<file path="config.mk">
export PLATFORM = sky130hd
export DESIGN_NAME = jtframe_mc2_inputs_flat
export DESIGN_NICKNAME = d
export VERILOG_FILES = /design/src/rtl/jtframe_mc2_inputs_if.sv /design/src/rtl/jtframe_mc2_inputs.sv /design/src/flat_wrapper.sv
export SDC_FILE = /design/constraint.sdc
export NUM_CORES = 1
export LEC_CHECK = 0
export CAP_MARGIN = 10
export CORE_ASPECT_RATIO = 0.5
export CORE_MARGIN = 4
export CORE_UTILIZATION = 39
export CTS_CLUSTER_SIZE = 8
export DETAILED_ROUTE_END_ITERATION = 8
export DONT_BUFFER_PORTS = 1
export PLACE_DENSITY = 0.57
export SLEW_MARGIN = 30
export SYNTH_ARGS = -nofsm -noshare
export SYNTH_HDL_FRONTEND = slang
export SYNTH_SLANG_ARGS = --single-unit
</file>
<file path="constraint.sdc">
create_clock -name clk_sys -period 11.04 [get_ports clk_sys]
set_clock_uncertainty 0.2 [all_clocks]
set_input_delay 2.208 -clock clk_sys [delete_from_list [all_inputs] [get_ports clk_sys]]
set_output_delay 2.208 -clock clk_sys [all_outputs]
set_load 0.02 [all_outputs]
</file>
<file path="src/rtl/jtframe_mc2_inputs_if.sv">
// Board-side joystick bus for jtframe_mc2_inputs: raw active-low board inputs in,
// debounced game-side joystick/start/coin out.
interface jtframe_mc2_inputs_if #(
  parameter int PLAYERS = 2
);
  logic [16*PLAYERS-1:0] board_joy;
  logic [10*PLAYERS-1:0] game_joystick;
  logic [PLAYERS-1:0]    game_start;
  logic [PLAYERS-1:0]    game_coin;

  modport master (output board_joy, input game_joystick, game_start, game_coin);
  modport slave  (input board_joy, output game_joystick, game_start, game_coin);
endinterface

</file>
<file path="src/rtl/jtframe_mc2_inputs.sv">
// Per-player input conditioning: 2-flop sync, debounce, coin pulse FSM, polarity.
// Define JTFRAME_SOCD_EN to cancel opposing direction pairs (U+D, L+R) after debounce.
module jtframe_mc2_inputs #(
  parameter int PLAYERS    = 2,
  parameter int BUTTONS    = 6,
  parameter int DEBOUNCE   = 8,
  parameter int COIN_LEN   = 16,
  parameter bit ACTIVE_LOW = 1'b1,
  parameter bit MIRROR_P1  = 1'b0
) (
  input logic                 clk_sys,
  input logic                 rst,
  jtframe_mc2_inputs_if.slave bus
);

  typedef enum logic [1:0] {IDLE, PULSE, WAIT_REL} coin_state_t;

  // DEBOUNCE=0 still needs a 1-bit counter; it then sits at 0 and the word follows every sample.
  localparam int DW = (DEBOUNCE < 1) ? 1 : $clog2(DEBOUNCE + 1);
  localparam int CW = $clog2(COIN_LEN + 1);
  localparam logic [DW-1:0] DEB_MAX  = DW'(DEBOUNCE);
  localparam logic [CW-1:0] COIN_MAX = CW'(COIN_LEN);
  localparam logic [5:0]    BTN_MASK = 6'((1 << BUTTONS) - 1);

  // Bits [15:12] of every player, and all non-P0 words when mirroring, are ignored.
  logic [16*PLAYERS-1:0] unused_joy;
  assign unused_joy = bus.board_joy;

  for (genvar p = 0; p < PLAYERS; p++) begin : g_player
    localparam int SRC = MIRROR_P1 ? 0 : p;

    logic [11:0]   raw, sync1, sync2, prev, deb;
    logic [DW-1:0] cnt, cnt_next;
    logic [3:0]    dir_press;
    logic [5:0]    btn_press;
    logic          coin_press;
    coin_state_t   state;
    logic [CW-1:0] coin_cnt;
    logic [9:0]    joy_q;
    logic          start_q, coin_q;

    assign raw = bus.board_joy[16*SRC +: 12];

    always_comb begin
      // NOTE: every always_comb output gets a default first, otherwise a latch is inferred.
      cnt_next = cnt;
      if (sync2 != prev)       cnt_next = '0;
      else if (cnt != DEB_MAX) cnt_next = cnt + 1'b1;

      dir_press = ~deb[3:0];
`ifdef JTFRAME_SOCD_EN
      if (dir_press[0] && dir_press[1]) dir_press[1:0] = 2'b00;
      if (dir_press[2] && dir_press[3]) dir_press[3:2] = 2'b00;
`endif
      btn_press  = ~deb[9:4] & BTN_MASK;
      coin_press = ~deb[11];
    end

    // NOTE: async reset puts the outputs inactive immediately, even mid coin pulse.
    always_ff @(posedge clk_sys or posedge rst) begin
      if (rst) begin
        sync1    <= '1;
        sync2    <= '1;
        prev     <= '1;
        deb      <= '1;
        cnt      <= '0;
        state    <= IDLE;
        coin_cnt <= '0;
        joy_q    <= {10{ACTIVE_LOW}};
        start_q  <= ACTIVE_LOW;
        coin_q   <= ACTIVE_LOW;
      end else begin
        // NOTE: non-blocking assignments so the sync chain shifts one stage per clock.
        sync1 <= raw;
        sync2 <= sync1;
        prev  <= sync2;
        cnt   <= cnt_next;
        if (cnt_next == DEB_MAX) deb <= sync2;

        joy_q   <= {10{ACTIVE_LOW}} ^ {btn_press, dir_press};
        start_q <= ACTIVE_LOW ^ ~deb[10];

        case (state)
          IDLE: if (coin_press) begin
            state    <= PULSE;
            coin_cnt <= CW'(1);
            coin_q   <= ~ACTIVE_LOW;
          end
          PULSE: if (coin_cnt == COIN_MAX) begin
            state  <= WAIT_REL;
            coin_q <= ACTIVE_LOW;
          end else begin
            coin_cnt <= coin_cnt + 1'b1;
          end
          WAIT_REL: if (!coin_press) state <= IDLE;
          default: state <= IDLE;
        endcase
      end
    end

    assign bus.game_joystick[10*p +: 10] = joy_q;
    assign bus.game_start[p]             = start_q;
    assign bus.game_coin[p]              = coin_q;
  end

endmodule
</file>
<file path="src/flat_wrapper.sv">
// flat-port wrapper written by rule: the top's interface ports become plain ports
module jtframe_mc2_inputs_flat 
#(
  parameter int PLAYERS    = 2,
  parameter int BUTTONS    = 6,
  parameter int DEBOUNCE   = 8,
  parameter int COIN_LEN   = 16,
  parameter bit ACTIVE_LOW = 1'b1,
  parameter bit MIRROR_P1  = 1'b0
)
  (clk_sys, rst, bus_board_joy, bus_game_joystick, bus_game_start, bus_game_coin);
  jtframe_mc2_inputs_if #(.PLAYERS(PLAYERS)) bus_i ();
  input logic clk_sys;
  input logic rst;
  input wire logic [$bits(bus_i.board_joy)-1:0] bus_board_joy;
  output wire logic [$bits(bus_i.game_joystick)-1:0] bus_game_joystick;
  output wire logic [$bits(bus_i.game_start)-1:0] bus_game_start;
  output wire logic [$bits(bus_i.game_coin)-1:0] bus_game_coin;
  assign bus_i.board_joy = bus_board_joy;
  assign bus_game_joystick = bus_i.game_joystick;
  assign bus_game_start = bus_i.game_start;
  assign bus_game_coin = bus_i.game_coin;
  jtframe_mc2_inputs #(.PLAYERS(PLAYERS), .BUTTONS(BUTTONS), .DEBOUNCE(DEBOUNCE), .COIN_LEN(COIN_LEN), .ACTIVE_LOW(ACTIVE_LOW), .MIRROR_P1(MIRROR_P1)) u_core (.clk_sys(clk_sys), .rst(rst), .bus(bus_i));
endmodule
</file>
==> results.md, run 1 <==
* Status: complete, no violations
* Prevailing post-synth register cell: dfstp_2
* GRT Util Overall at a little under an eighth
* Switch Pwr at between 200 and 250 uW
* Cts hold-fix bufs at 0
* Combinational cell fraction of total power at approximately 1.7%
* Rows at 28
* Crit path DAT at 1.00 ns
* Clk_lat worst skew at roughly 0.4 ns
* # Max-Cap Violations at 0
* Leakage at 2.311 nW
* Cell area after layout at between 5000 and 6000 um2
* Yosys reg bits at around 140
* TritonRoute pass-1 iters at 4
* H-Tree Depth at 4
* Netlist cell types at 34
* # setup viols final at 0
* Detailed-route wire length per cell at ~15 um
* Nets at about 360
* Req. time, crit path at between 8 and 9 ns
* Share of cells above drive strength 1 at a little over half
* Io pins at 58
* Layout area overhead at 16.46%
* Antenna violations before repair at 0
* DPL Wire Length at 4803 um
* Placed cell count at between 400 and 500
* Area share of the largest cell type after synthesis at 64.12%
* Internal Power at 935.6 uW
* Crit path kind: flop to output pin
* Global route total overflow at 0
* Chip Width at approximately 170 um
* Fin. Hold Viols at 0
* Vias/cell at approximately 4.7
* Area leader, netlist: dfstp_2
* RSZ-0062 raised after global routing: false
* Largest net degree at the start of global routing at 90
* Die Ht at about 90 um
* Slew @ Worst Pin at around 0.77 ns
* Gate Count Post-Synth at around 300
* DRC errors left at 0
* Peak VDD IR at ~0.09 mV
* Max Root-Sink Buffers at 2
* Ys async rst share at 100.0%
* First-pass GRT wire length at 12,850 um
* Vias in the first global route at 2,576
* Placed inst area at about 5100 um2
* Ranking of synthesized cells by area: dfstp_2 (64%), dfrtp_1 (11%), xnor2_1 (4.3%)
* Slew Viols, Final at 0
* Hold WS at approximately 0.15 ns
* Most common cell in the netlist: dfstp_2
* Util after Layout at about 48%
* Number of synthesized flops with an enable pin at 0
* Root Driver: clkbuf_16
* Vias at between 2,000 and 2,500
* Syn_area_per_cell at 16.23 um2
* Synthesized area at about 4900 um2
* ANT cells at 0
* Sw Ratio at between 20% and 30%
* Drt initial violations at between 100 and 150
* Max Clock Freq at just under 300 MHz
* Top cells by count, synth: dfstp_2 (120), xnor2_1 (24), dfrtp_1 (22)
* Hold WC Path Type: flop to flop
* Clock share of power at about half
* Final worst-path cycle share at between 30% and 40%
* Setup crit start kind: flop
* CTS clk-pin slew, worst paths at ~0.06 ns
* Fin cells at 495
* PortBufs at 0
* Setup crit end kind: output pin
* Seq/Total Area, Yosys at 75.32%
* Cell Pwr Density at approximately 210 nW/um2
* Setup TNS at 0 ns
* Pre-CTS WS at about 7.6 ns
* Worst-path maximum fanout at 3
* Warnings from Yosys at 0
* Tmin final at 3.406 ns
* Placer's final routability congestion estimate at around 0.66
* Pwr Total at ~1.2 mW
* Clock Sinks at around 140
* Die area at 14,580 um2
* Post-CTS Setup Inserts at 0
* Sequential share of power at a little under half
* TritonCTS clock tree: yes
* Syn Nets at 345
* Slew Limit Headroom at between 40 and 50%
* Post-route ant nets at 0
* CTS Buf Count at 17
* Core area at ~12,000 um2
* Final wirelength at about 7500 um
* Setup ws final at about 7.6 ns
* PostCTS Resize Cnt at 0
* Initial core utilization at 40.80%
==> kinds of logic after synthesis <==
kind of cell / Yosys count / share of synthesized area, %
buffers and inverters: 18 / 1.832
XOR/XNOR: 31 / 5.522
flip-flops: 142 / 75.32
multiplexers: 26 / 6.667
AND/OR/NAND/NOR: 60 / 6.438
adder cells (fa/ha/maj): 8 / 2.036
AO/OA/AOI/OAI: 18 / 2.188
==> power by group through the flow <==
stage | sequential, mW | combinational (mW) | clock, mW
6_report | 0.554 | 0.0194 | 0.603
5_1_grt | 0.555 | 0.0227 | 0.647
4_1_cts | 0.554 | 0.0205 | 0.621
3_5_place_dp | 0.562 | 0.0203 | 0
3_3_place_gp | 0.561 | 0.0195 | 0
2_1_floorplan | 0.559 | 0.0157 | 0
==> sequential cells by signal, indices dropped and copies added, names as in the netlist <==
signal                    flops
u_core.g_player.coin_q        2
u_core.g_player.deb          24
u_core.g_player.prev         24
u_core.g_player.coin_cnt     10
u_core.g_player.sync2        24
u_core.g_player.state         4
u_core.g_player.cnt           8
u_core.g_player.sync1        24
u_core.g_player.joy_q        20
u_core.g_player.start_q       2
==> worst paths after layout <==
check                                             start                        endpoint  slack (ns)  cells after the start
max                           u_core.g_player[1].coin_q                bus_game_coin[1]        7.63                      0
min in group asynchronous                           rst  u_core.g_player[1].coin_cnt[3]        1.51                      1
max in group asynchronous                           rst       u_core.g_player[0].cnt[0]        8.03                      2
min reg2reg                u_core.g_player[0].sync1[11]    u_core.g_player[0].sync2[11]        0.15                      0
min                        u_core.g_player[0].sync1[11]    u_core.g_player[0].sync2[11]        0.15                      0
max reg2reg                   u_core.g_player[0].cnt[0]       u_core.g_player[0].deb[6]        8.30                      7
==> metal layers <==
metal	routed length [um]	up-vias	global-route usage, %
li1	-	1048	-
met1	3265	1205	13.51
met2	3844	46	18.23
met3	301	14	4.306
met4	117	0	6.533
met5	0	-	0
==> placed cells by master (no fill, tap or decap), types with 4 or more instances in the layout <==
master,instances
inv_1,10
clkbuf_16,17
nor3_1,5
dfstp_2,120
inv_6,6
mux2_4,10
nand2_1,13
nand4_1,9
a21oi_1,5
nand3_1,6
mux2_2,14
nor2_1,9
xnor2_1,24
xor2_1,7
o21ai_0,7
bufinv_16,4
ha_1,8
dfrtp_1,22
==> layout make-up <==
type	instances	area (um2)
multi-input combinational	143	1124
inverter	12	50.05
sequential	142	3704
fill	1039	6325
tap	165	206.4
clock buffer	18	429.2
clock inverter	14	202.7
timing repair buffer	1	11.26
No activity file was read; power rests on OpenSTA's default activity.
==> run 2: changes to the inputs <==
--- a/config.mk
+++ b/config.mk
@@ -12,7 +12,7 @@
 export CTS_CLUSTER_SIZE = 8
 export DETAILED_ROUTE_END_ITERATION = 8
 export DONT_BUFFER_PORTS = 1
-export PLACE_DENSITY = 0.57
+export PLACE_DENSITY = 0.59
 export SLEW_MARGIN = 30
 export SYNTH_ARGS = -nofsm -noshare
 export SYNTH_HDL_FRONTEND = slang
==> constraint.sdc (replaced) <==
create_clock -name clk_sys -period 2.7 [get_ports clk_sys]
set_clock_uncertainty 0.2 [all_clocks]
set_input_delay 0.54 -clock clk_sys [delete_from_list [all_inputs] [get_ports clk_sys]]
set_output_delay 0.54 -clock clk_sys [all_outputs]
set_load 0.02 [all_outputs]
==> run 2 against run 1 <==
Against the previous run: clock power rose to 3.7 times the previous value; sequential share of layout area down 2.4 points; cell count up 5.3%; largest power group is now registers; utilization up 1.8 points; design area up 3.9%; register-to-register slack worse by 8.1 ns; critical path depth up 7; non-clock buffer count up 26; sequential power rose to 4.1 times the previous value.
==> results.md, run 2 (same netlist as run 1, synthesis figures left out) <==
* Initial core utilization at 40.80% (unchanged)
* Io pins at 58 (unchanged)
* Pre-CTS WS at 0.1834 ns (-7.373 ns)
* Core area at 12,050 um2 (unchanged)
* Crit path DAT at 2.64 ns (+1.64 ns)
* Hold WC Path Type: input port to asynchronous set/reset pin
* Max Clock Freq at around 400 MHz
* Commonest cells after routing, fill and taps aside: dfstp_2 (120), xnor2_1 (24), dlygate4sd3_1 (24)
* Status: complete, no violations
* Final worst-path cycle share at ~93%
* ANT cells at 0 (unchanged)
* Worst-path maximum fanout at 12 (+9)
* R2r setup slk at 0.19 ns (-8.11 ns)
* DRC errors left at 0 (unchanged)
* Nets at 385 (+7.2%)
* Fin. Hold Viols at 0 (unchanged)
* Slowest cell on crit path: dfrtp_1
* Layout area overhead at 20.99%
* H-Tree Depth at 4 (unchanged)
* First-pass GRT wire length at 12,480 um (-2.9%)
* PortBufs at 0 (unchanged)
* Setup crit end kind: flop
* Root Driver: clkbuf_16
* RR Startpoint: u_core.g_player[1].cnt[0]
* Largest net degree at the start of global routing at 143 (+59%)
* TritonCTS clock tree: yes
* CTS Buf Count at 17 (unchanged)
* RSZ-0062 raised after global routing: false
* CP cell instances: inv_1 > ha_1 > nand2_1 > or3_1 > a311oi_1 > nand2_1 > mux2_2
* Max Root-Sink Buffers at 2 (unchanged)
* R2r endpoint: u_core.g_player[1].deb[11]
* Antenna violations before repair at 0 (unchanged)
* Chip Width at 166.8 um (unchanged)
* CP bufs+invs at 1
* Post-CTS Setup Inserts at 0 (unchanged)
* Detailed-route wire length per cell at 14.18 um (-6.8%)
* Share of cells above drive strength 1 at 51.69% (-3.2 points)
* Rows at 28 (unchanged)
* CTS clk-pin slew, worst paths at 0.06 ns (about the same)
* Global route total overflow at 0 (unchanged)
* Crit path max-delay family: simple AND/OR/NAND/NOR gates
* Placer's final routability congestion estimate at 0.6781 (+2.2%)
* Clock Sinks at 142 (unchanged)
* Die area at 14,580 um2 (unchanged)
* Req. time, crit path at 2.83 ns (-5.80 ns)
* DPL Wire Length at 4680 um (-2.6%)
* Clk_lat worst skew at 0.41 ns (about the same)
* Slew Limit Headroom at 54.05% (+5.2 points)
* Die Ht at 87.40 um (unchanged)
* Slew @ Worst Pin at 0.6845 ns (-0.08329 ns)
* # Max-Cap Violations at 0 (unchanged)
* TritonRoute pass-1 iters at 6 (+2)
* Vias in the first global route at 2,608 (+1.2%)
* FF-to-FF path depth at 7 (unchanged)
* Tmin final at 2.513 ns
* Vias at 2,368 (+2.4%)
* Vias/cell at 4.545 (-2.7%)
* Leakage at 2.401 nW (+3.9%)
* Crit path top cell by count: nand2_1
* Slew Viols, Final at 0 (unchanged)
* CP peak stage delay at approximately 0.45 ns
* Setup crit start kind: flop
* Setup TNS at 0 ns (unchanged)
* # setup viols final at 0 (unchanged)
* PostCTS Resize Cnt at 0 (unchanged)
* Setup ws final at 0.1865 ns (-7.447 ns)
* Peak VDD IR at 0.3702 mV (+310%)
* Drt initial violations at 103 (-20%)
* Most common cell after layout, fill and taps aside: dfstp_2
* Crit path kind: flop to flop
* Cell Pwr Density at 778.1 nW/um2 (+280%)
* GRT Util Overall at 11.05% (-0.37 points)
* Post-route ant nets at 0 (unchanged)
* Final wirelength at 7386 um (-1.9%)
==> run 2: cell count changes in the layout (fill, tap and decap cells not counted) <==
cell	before	now
dlygate4sd3_1	0	24
bufinv_16	4	1
clkbuf_8	0	3
clkinv_4	0	3
buf_4	0	2
inv_6	6	4
buf_12	0	1
buf_6	1	0
clkbuf_1	1	0
clkinv_2	1	0
clkinvlp_4	3	4
==> run 2: area by class of cell <==
cell class	instances	area, um2
well taps	165	206.4
flip-flops and latches	142	3704
inverters	12	48.80
repair buffers	27	275.3
multi-input cells	143	1124
fillers	1010	6102
clock inverters	12	125.1
clock buffers	20	466.7
==> run 2: how the worst max path moves through the flow <==
| stage | to | slack (ns) | startpoint | cells past startpoint |
|---|---|---|---|---|
| 3_5_place_dp | u_core.g_player[1].deb[7] | 0.18 | u_core.g_player[1].cnt[0] | 7 |
| 3_3_place_gp | u_core.g_player[1].deb[4] | 0.37 | u_core.g_player[1].cnt[0] | 7 |
| 4_1_cts | u_core.g_player[1].deb[7] | 0.17 | u_core.g_player[1].cnt[0] | 7 |
| 6_report | u_core.g_player[1].deb[11] | 0.19 | u_core.g_player[1].cnt[0] | 7 |
| 2_1_floorplan | u_core.g_player[0].cnt[0] | 0.28 | rst | 1 |
| 5_1_grt | u_core.g_player[1].deb[4] | 0.05 | u_core.g_player[1].cnt[0] | 7 |
==> run 2: timing repair <==
item | 4_1_cts | 5_1_grt
hold buffers | 24 | 0
setup endpoints to repair | 0 | 0
hold endpoints to repair | 24 | 0
==> run 2: per-layer routing <==
layer	part of all wire [%]	track usage [%]	wire, um
met5	0	0	0
met4	2.4	6.904	178
met3	4.0	4.352	296
met2	52	18.34	3826
met1	42	12.18	3085
==> run 2: worst reg2reg max path, stage by stage, from the launching register on <==
cell and delay (ns):
dfrtp_1 0.45, inv_1 0.09, ha_1 0.16, nand2_1 0.08
or3_1 0.33, a311oi_1 0.29, nand2_1 0.42, mux2_2 0.42
==> run 2: stage by stage <==
| step | cell area, um2 | power [mW] | utilization, % | cells | hold WS, ns |
|---|---|---|---|---|---|
| floorplan | 4921 | 2.351 | - | 303 | 0.1452 |
| global placement | 5117 | 2.376 | 42.46 | 465 | 0.1457 |
| detailed placement | 5117 | 2.382 | 42.46 | 465 | 0.1468 |
| CTS | 5949 | 4.714 | 49.37 | 521 | 0.05808 |
| global route | 5949 | 4.835 | 49.37 | 521 | 0.08949 |
| finish | 5949 | 4.629 | 49.37 | 521 | 0.05560 |
==> run 2: power by group <==
| part | switching (mW) | internal (mW) | leakage, nW | total (mW) |
|---|---|---|---|---|
| clock network | 0.894 | 1.36 | 0.282 | 2.26 |
| registers | 0.0314 | 2.23 | 1.54 | 2.26 |
| logic | 0.0573 | 0.0521 | 0.580 | 0.109 |
==> run 3: changes to the inputs <==
--- a/config.mk
+++ b/config.mk
@@ -5,14 +5,15 @@
 export SDC_FILE = /design/constraint.sdc
 export NUM_CORES = 1
 export LEC_CHECK = 0
+export ABC_AREA = 0
+export BUFFER_PORTS_ARGS = -buffer_cell sky130_fd_sc_hd__buf_2
 export CAP_MARGIN = 10
 export CORE_ASPECT_RATIO = 0.5
 export CORE_MARGIN = 4
 export CORE_UTILIZATION = 39
 export CTS_CLUSTER_SIZE = 8
 export DETAILED_ROUTE_END_ITERATION = 8
-export DONT_BUFFER_PORTS = 1
-export PLACE_DENSITY = 0.59
+export PLACE_DENSITY = 0.63
 export SLEW_MARGIN = 30
 export SYNTH_ARGS = -nofsm -noshare
 export SYNTH_HDL_FRONTEND = slang
==> run 3 against run 2 <==
Against the previous run: utilization grew 0.17 points; clock power grew 4%; die area is the same; sequential share of layout area shrank 0.21 points; worst setup slack lost 0.0027 ns; non-clock buffer count grew 25; via count grew 3.8%; sequential power is essentially flat; wire length grew 2.5%; fmax shrank 0.11%; design area grew 0.34%.
==> results.md, run 3 (same netlist as run 1, synthesis figures left out) <==
* Detailed-route wire length per cell at 13.86 um (-2.2%)
* Clock Sinks at 142 (unchanged)
* Post-route ant nets at 0 (unchanged)
* Slew Viols, Final at 0 (unchanged)
* CTS clk-pin slew, worst paths at 0.06 ns (about the same)
* Layout area overhead at 21.40%
* GRT Util Overall at 11.28% (+0.23 points)
* RR Startpoint: u_core.g_player[1].cnt[0]
* DPL Wire Length at 4884 um (+4.4%)
* Setup TNS at 0 ns (unchanged)
* TritonRoute pass-1 iters at 4 (-2)
* Hold Crit Start: bus_board_joy[0]
* Root Driver: clkbuf_16
* Max Root-Sink Buffers at 2 (unchanged)
* Vias/cell at 4.502 (-0.95%)
* Crit path kind: flop to flop
* Tmin final at 2.516 ns (+0.002742 ns)
* PostCTS Resize Cnt at 0 (unchanged)
* Setup crit start kind: flop
* Final wirelength at 7567 um (+2.5%)
* # Max-Cap Violations at 0 (unchanged)
* Nets at 410 (+6.5%)
* Global route total overflow at 0 (unchanged)
* Placed inst area at 5363 um2 (+4.8%)
* Cell Pwr Density at 787.7 nW/um2 (+1.2%)
* Setup crit end kind: flop
* Largest net degree at the start of global routing at 143 (unchanged)
* H-Tree Depth at 4 (unchanged)
* Cell area after layout at 5969 um2 (+0.34%)
* Post-CTS Setup Inserts at 0 (unchanged)
* # setup viols final at 0 (unchanged)
* CTS Buf Count at 17 (unchanged)
* Die area at 14,580 um2 (unchanged)
* Die Ht at 87.40 um (unchanged)
* Worst Hold Path EP: u_core.g_player[0].sync1[0]
* Fin. Hold Viols at 0 (unchanged)
* ANT cells at 0 (unchanged)
* Initial core utilization at 40.80% (unchanged)
* Most common cell after layout, fill and taps aside: dfstp_2
* Final worst-path cycle share at 93.19% (+0.10 points)
* Util after Layout at 49.53% (+0.17 points)
* Core area at 12,050 um2 (unchanged)
* Clk_lat worst skew at 0.40 ns (about the same)
* Crit path DAT at 2.64 ns (about the same)
* Commonest cells after routing, fill and taps aside: dfstp_2 (120), buf_2 (49), xnor2_1 (24)
* Peak VDD IR at 0.4420 mV (+19%)
* Vias in the first global route at 2,683 (+2.9%)
* R2r endpoint: u_core.g_player[1].deb[8]
* Worst-path maximum fanout at 12 (unchanged)
* Hold WC Path Type: input port to flop
* Vias at 2,458 (+3.8%)
* RSZ-0062 raised after global routing: false
* FF-to-FF path depth at 7 (unchanged)
* Hold Crit Depth at 1
* Slew Limit Headroom at 53.11% (-0.95 points)
* R2r setup slk at 0.18 ns (about the same)
* Multi-input logic area at 1124 um2 (unchanged)
* Req. time, crit path at 2.82 ns (about the same)
* Slew @ Worst Pin at 0.7034 ns (+0.01883 ns)
* Placer's final routability congestion estimate at 0.6879 (+1.4%)
* Leakage at 2.536 nW (+5.6%)
* Share of cells above drive strength 1 at 60.63% (+8.9 points)
* Rows at 28 (unchanged)
* Reg area at 3704 um2 (unchanged)
* Pre-CTS WS at 0.1993 ns (+0.01591 ns)
* PortBufs at 49 (+49)
* Setup ws final at 0.1838 ns (-0.002742 ns)
* Drt initial violations at 137 (+33%)
* Chip Width at 166.8 um (unchanged)
* TritonCTS clock tree: yes
* Cts hold-fix bufs at 0 (-100%)
* Io pins at 58 (unchanged)
* # fillers at 1,007 (-0.30%)
* Antenna violations before repair at 0 (unchanged)
* DRC errors left at 0 (unchanged)
* First-pass GRT wire length at 13,010 um (+4.3%)
* Status: complete, no violations
* Max Clock Freq at 397.4 MHz (-0.11%)
==> run 3: changes by cell type in the layout (fill, tap and decap cells not counted), sizes merged <==
cell	delta
bufinv	+2
buf	+49
clkinvlp	-1
inv	-2
dlygate4sd3	-24
clkinv	+1
==> run 3: metal layers <==
metal	global-route usage [%]	part of all wire, %	vias up
met4	5.271	0.94	0
met1	13.33	44	1258
li1	-	-	1146
met5	0	0	-
met2	18.90	52	48
met3	3.944	3.7	6
==> run 3: worst max-delay path by stage <==
stage,start,end,cells past startpoint
floorplan,rst,u_core.g_player[0].cnt[0],1
global placement,u_core.g_player[1].cnt[0],u_core.g_player[1].deb[4],7
detailed placement,u_core.g_player[1].cnt[0],u_core.g_player[1].deb[8],7
CTS,u_core.g_player[1].cnt[0],u_core.g_player[1].deb[8],7
global route,u_core.g_player[1].cnt[0],u_core.g_player[1].deb[3],7
finish,u_core.g_player[1].cnt[0],u_core.g_player[1].deb[8],7
==> run 3: metrics by stage <==
step / hold WS [ns] / power [mW] / std cells
after detailed placement: 0.1470 / 2.400 / 514
after floorplan: 0.1452 / 2.351 / 303
final: 0.03178 / 4.702 / 546
after CTS: 0.008369 / 4.782 / 546
after global placement: 0.1455 / 2.392 / 514
after global routing: 0.003035 / 4.899 / 546
==> run 3: report_power, final <==
| group | internal (mW) | switching, mW |
|---|---|---|
| clock | 1.49 | 0.853 |
| sequential | 2.23 | 0.0325 |
| combinational | 0.0414 | 0.0571 |
| total | 3.76 | 0.942 |
==> run 3: layout make-up <==
type / count / share of cell area [%]
Sequential cell: 142 / 62.04
Multi-Input combinational cell: 143 / 18.82
Clock buffer: 20 / 7.483
Timing Repair Buffer: 52 / 4.695
Tap cell: 165 / 3.458
Clock inverter: 12 / 2.683
Inverter: 12 / 0.8174
==> run 3: worst max-delay path, stage by stage, from the launching register on <==
cell and delay [ns]:
dfrtp_1 0.45, inv_1 0.10, ha_1 0.17, nand2_1 0.07, or3_1 0.34, a311oi_1 0.26
nand2_1 0.43, mux2_2 0.42
